File: config.mk
export PLATFORM = sky130hd
export DESIGN_NAME = mux_scan_n
export DESIGN_NICKNAME = d
export VERILOG_FILES = /design/src/rtl/mux_scan_n.sv
export SDC_FILE = /design/constraint.sdc
export NUM_CORES = 1
export LEC_CHECK = 0
export CORE_MARGIN = 3
export CORE_UTILIZATION = 45
export CTS_BUF_LIST = sky130_fd_sc_hd__clkbuf_2
export DETAILED_ROUTE_END_ITERATION = 10
export PLACE_DENSITY_LB_ADDON = 0.08
export SLEW_MARGIN = 15
export SYNTH_ARGS = -nofsm -noshare
export SYNTH_HDL_FRONTEND = slang
export SYNTH_SLANG_ARGS = --single-unit
File: constraint.sdc
create_clock -name clk -period 1.6 [get_ports clk]
set_input_delay 0.16 -clock clk [delete_from_list [all_inputs] [get_ports clk]]
set_output_delay 0.16 -clock clk [all_outputs]
set_load 0.03 [all_outputs]
File: src/rtl/mux_scan_n.sv
// Registered N-channel, W-bit selector with manual select and round-robin auto-scan.
// Optional channel mask for the scan sequence is enabled with `define MUX_SCAN_MASK_EN.
module mux_scan_n #(
  parameter int unsigned NUM_CH = 4,
  parameter int unsigned WIDTH  = 2,
  parameter int unsigned DWELL  = 4,
  localparam int unsigned SEL_W = (NUM_CH > 1) ? $clog2(NUM_CH) : 1
) (
  input  logic                    clk,
  input  logic                    reset,
  input  logic [NUM_CH*WIDTH-1:0] data_in,
  input  logic [SEL_W-1:0]        sel,
  input  logic                    mode,
  input  logic                    hold,
`ifdef MUX_SCAN_MASK_EN
  input  logic [NUM_CH-1:0]       ch_mask,
`endif
  output logic [WIDTH-1:0]        data_out,
  output logic [SEL_W-1:0]        ch_out,
  output logic                    ch_stb
);

  localparam int unsigned CNT_W = $clog2(DWELL) + 1;

  localparam logic [0:0] ST_MAN  = 1'b0;
  localparam logic [0:0] ST_SCAN = 1'b1;

  logic [0:0]        r_state;
  logic [0:0]        w_state_nxt;
  logic [CNT_W-1:0]  r_cnt;
  logic [CNT_W-1:0]  w_cnt_nxt;
  logic [SEL_W-1:0]  r_ch;
  logic [SEL_W-1:0]  w_ch_nxt;
  logic [SEL_W-1:0]  r_ch_prev;
  logic [WIDTH-1:0]  r_dout;
  logic [WIDTH-1:0]  w_dout_nxt;
  logic              r_stb;
  logic [NUM_CH-1:0] w_mask;
  logic              w_mask_none;
  logic [SEL_W-1:0]  w_ch_adv;
  logic [SEL_W-1:0]  w_hi;
  logic [SEL_W-1:0]  w_lo;
  logic              w_hi_found;
  logic              w_lo_found;

`ifdef MUX_SCAN_MASK_EN
  assign w_mask = ch_mask;
`else
  assign w_mask = '1;
`endif
  assign w_mask_none = ~|w_mask;

  // Out-of-range index yields zero so nothing undefined reaches data_out.
  function automatic logic [WIDTH-1:0] f_chan(input logic [NUM_CH*WIDTH-1:0] d,
                                              input logic [SEL_W-1:0] idx);
    logic [WIDTH-1:0] v;
    v = '0;
    for (int k = 0; k < int'(NUM_CH); k++) begin
      if (idx == SEL_W'(k)) v = d[k*WIDTH +: WIDTH];
    end
    return v;
  endfunction

  // Next enabled channel above r_ch, else wrap to the lowest enabled one.
  always_comb begin
    w_hi       = '0;
    w_lo       = '0;
    w_hi_found = 1'b0;
    w_lo_found = 1'b0;
    for (int j = int'(NUM_CH) - 1; j >= 0; j--) begin
      if (w_mask[j]) begin
        if (SEL_W'(j) > r_ch) begin
          w_hi       = SEL_W'(j);
          w_hi_found = 1'b1;
        end
        w_lo       = SEL_W'(j);
        w_lo_found = 1'b1;
      end
    end
    if (w_hi_found)      w_ch_adv = w_hi;
    else if (w_lo_found) w_ch_adv = w_lo;
    else                 w_ch_adv = r_ch;
  end

  always_comb begin
    w_state_nxt = mode ? ST_SCAN : ST_MAN;
    w_cnt_nxt   = r_cnt;
    w_ch_nxt    = r_ch;
    w_dout_nxt  = r_dout;
    if (!hold) begin
      case (r_state)
        ST_SCAN: begin
          // A mode change to manual beats a dwell expiry in the same cycle.
          if (!mode) begin
            w_cnt_nxt  = '0;
            w_dout_nxt = w_mask_none ? '0 : f_chan(data_in, r_ch);
          end else if (r_cnt == CNT_W'(DWELL - 1)) begin
            w_cnt_nxt  = '0;
            w_ch_nxt   = w_ch_adv;
            w_dout_nxt = w_mask_none ? '0 : f_chan(data_in, w_ch_adv);
          end else begin
            w_cnt_nxt  = r_cnt + CNT_W'(1);
            w_dout_nxt = w_mask_none ? '0 : f_chan(data_in, r_ch);
          end
        end
        default: begin
          w_cnt_nxt  = '0;
          w_ch_nxt   = sel;
          w_dout_nxt = f_chan(data_in, sel);
        end
      endcase
    end
  end

  always_ff @(posedge clk) begin
    if (reset) begin
      r_state   <= ST_MAN;
      r_cnt     <= '0;
      r_ch      <= '0;
      r_ch_prev <= '0;
      r_dout    <= '0;
      r_stb     <= 1'b0;
    end else begin
      r_state   <= w_state_nxt;
      r_cnt     <= w_cnt_nxt;
      r_ch      <= w_ch_nxt;
      r_ch_prev <= r_ch;
      r_dout    <= w_dout_nxt;
      r_stb     <= (r_ch != r_ch_prev);
    end
  end

  assign data_out = r_dout;
  assign ch_out   = r_ch;
  assign ch_stb   = r_stb;

endmodule
==> impl_metrics.env <==
export IMPL_status="finished, violations left"
export IMPL_failed_checks="setup timing"
export IMPL_leakagePower_nw=0.434
export IMPL_synth_distinct_cells=31
export IMPL_cp_slowest_cell="dfxtp_4"
export IMPL_grt_usage_pct=19.7
export IMPL_design_area_um2=1130
export IMPL_p_sw_mw=0.241
export IMPL_crit_chain="inv_6 > ha_4 > nand3b_1 > a221o_2 > a32o_2 > a221oi_2"
export IMPL_slew_headroom_pct=71.1
export IMPL_power_frac_clock_pct=21.8
export IMPL_routed_via_density=5.74
export IMPL_synth_edf_count=0
export IMPL_antenna_cells=0
export IMPL_cp_max_fo=5
export IMPL_vias=740
export IMPL_dpl_instance_area_um2=1040
export IMPL_synthCells=83
export IMPL_cts_htree_levels=1
export IMPL_synth_seq_cells=11
export IMPL_grt_pass1_wl_um=3030
export IMPL_ant_nets=0
export IMPL_cp_top_family="compound AO/OA/AOI/OAI gates"
export IMPL_power_frac_comb_pct=36.4
export IMPL_clock_fmax_ghz=0.611
export IMPL_p_int_mw=0.493
export IMPL_wl_um=1860
export IMPL_final_period_utilization_pct=102
export IMPL_grt_max_degree=12
export IMPL_clk_pin_slew_ns=0.12
export IMPL_grt_pass1_vias=693
export IMPL_routabilityCongestion=0.842
export IMPL_dp_hpwl_um=1430
export IMPL_first_iter_violations=15
export IMPL_cts_hold_buf=0
export IMPL_finalSetupViolations=1
export IMPL_cp_required_ns=1.80
export IMPL_finalNonFillerCells=129
export IMPL_io_buffers=18
export IMPL_fin_crit_ns=1.64
export IMPL_hold_violations=0
export IMPL_yosysSeqAreaShare_pct=29.6
export IMPL_die_height_um=46.7
export IMPL_nFillCells=118
export IMPL_initial_utilization_pct=48.9
export IMPL_cts_max_path_buffers=2
export IMPL_drive_above_1_share_pct=30.1
export IMPL_antenna_found_initial=0
export IMPL_cts_tree="built"
export IMPL_tightestPinTransition_ns=0.433
export IMPL_grt_ovfl_total=0
export IMPL_layout_nets=135
export IMPL_synthesis_nets=104
export IMPL_cts_sinks=11
export IMPL_std_cell_rows=14
export IMPL_path_class="register to register"
export IMPL_crit_buf_inv=1
export IMPL_area_growth_pct=51.4
export IMPL_die_x_um=46.7
export IMPL_cap_violations=0
export IMPL_whs_ns=0.478
export IMPL_hp_class="register to register"
export IMPL_synth_area_um2=744
export IMPL_syn_area_per_cell_um2=8.97
export IMPL_ys_flop_type="dfxtp_1"
export IMPL_cp_end_kind="register"
export IMPL_layout_setup_ws_ns=-0.0367
export IMPL_final_util_pct=74.0
export IMPL_slowest_delay_ns=0.43
export IMPL_clock_skew_ns=0.00702
export IMPL_slew_violations=0
export IMPL_drc_errors=0
export IMPL_routedWlPerCell_um=14.4
export IMPL_drt_first_pass_iters=4
export IMPL_netSwitchingFraction_pct=32.8
export IMPL_clock_latency_ns=0.27
export IMPL_numCtsBuffers=3
export IMPL_power_per_cell_area_nw_per_um2=651
export IMPL_top_level_ports=19
export IMPL_synthArstFlopShare_pct=0
export IMPL_startpoint_type="register"
export IMPL_root_buffer="clkbuf_2"
export IMPL_cp_arrival_ns=1.83
export IMPL_p_seq_share_pct=41.8
export IMPL_dp_cells=123
export IMPL_rsz0062_at_grt="true"
export IMPL_post_place_ws_ns=-0.0603
export IMPL_core_um2=1520
export IMPL_peakVddDrop_mv=0.543
export IMPL_die_area_um2=2180
export IMPL_ys_warn_count=0
==> cell usage in the layout (no fill, tap or decap), drive strengths merged, types with 2 or more instances in the layout <==
cell / netlist / routed
nand3b: 5 / 5
a21oi: 10 / 10
inv: 7 / 7
ha: 7 / 7
nor2b: 3 / 3
nor3: 2 / 2
a221o: 2 / 2
clkdlybuf4s50: 0 / 16
nor2: 9 / 9
buf: 1 / 11
mux4: 2 / 2
nand2: 3 / 3
dfxtp: 11 / 11
clkbuf: 2 / 3
o22ai: 2 / 2
a221oi: 3 / 3
xnor2: 2 / 2
dlygate4sd2: 0 / 2
==> registers in the layout, summed over array words and instances (netlist names) <==
name / cells
ch_out: 2
ch_stb: 1
data_out: 2
r_ch_prev: 2
r_cnt: 3
r_state: 1
==> routing by layer <==
layer	track usage (%)	vias to the layer above	wire (um)
met2	32.1	24	915
met4	9.94	0	50
met3	3.52	6	83
li1	-	364	-
met1	24.6	346	811
met5	0	-	0
==> area by class of cell <==
class	count	area, um2	area share, %
Sequential cell	11	228	20.2
Inverter	7	36.3	3.22
Clock inverter	1	5.00	0.444
Tap cell	16	20.0	1.78
Clock buffer	3	15.0	1.33
Multi-Input combinational cell	62	547	48.5
Timing Repair Buffer	29	277	24.5
==> synthesized netlist by cell type, types with 2 or more instances <==
cell      instances  area (um2)
mux4_2            2        45.0
a21oi_1           9        45.0
nor2b_1           3        18.8
dfxtp_1          11         220
a221oi_2          2        30.0
nor3_1            2        10.0
nor2_1            9        33.8
nand2_1           3        11.3
ha_1              7        87.6
o22ai_1           2        12.5
xnor2_1           2        17.5
clkbuf_1          2        7.51
nand3b_1          5        37.5
inv_1             7        26.3
==> stage by stage <==
step / total power, mW / setup TNS, ns
2_1_floorplan: 0.445 / -0.0556
3_3_place_gp: 0.550 / -0.0705
3_5_place_dp: 0.556 / -0.118
4_1_cts: 0.734 / -0.0434
5_1_grt: 0.777 / -0.213
6_report: 0.733 / -0.0367
==> cells by family (layout without fill, tap and decap cells) <==
family	after synthesis	after routing	synth area share, %
buf+inv	10	40	5.21
mux	3	3	7.39
fa+ha+maj	7	7	11.8
compound gates	24	24	25.2
flops	11	11	29.6
simple gates	26	26	18.5
xor+xnor	2	2	2.35
==> tightest hold or removal path, delay by kind of cell, from the launching register on <==
family / cells / cell delay [ns]
buffers and inverters: 1 / 0.06
flip-flops: 1 / 0.33
AO/OA/AOI/OAI: 1 / 0.05
==> final timing paths <==
path	slack [ns]	from	depth (start not counted)	endpoint
setup reg to reg	-0.04	ch_out[0]	6	data_out[1]
hold reg to reg	0.48	data_out[1]	2	data_out[1]
setup / recovery	-0.04	ch_out[0]	6	data_out[1]
hold / removal	0.48	data_out[1]	2	data_out[1]
==> power by group through the flow <==
| stage | logic [mW] | clock network, mW | registers [mW] |
|---|---|---|---|
| after detailed placement | 0.247 | 0 | 0.309 |
| after floorplan | 0.113 | 0 | 0.332 |
| after global placement | 0.242 | 0 | 0.309 |
| after global routing | 0.289 | 0.178 | 0.309 |
| final | 0.267 | 0.160 | 0.306 |
| after CTS | 0.264 | 0.164 | 0.305 |
==> what timing repair did <==
action	4_1_cts	5_1_grt
hold endpoints to repair	0	0
pin swaps	2	2
gates resized for setup	11	2
buffers inserted	2	0
setup endpoints to repair	4	2
Note: power is estimated with default switching activity, not from simulation.
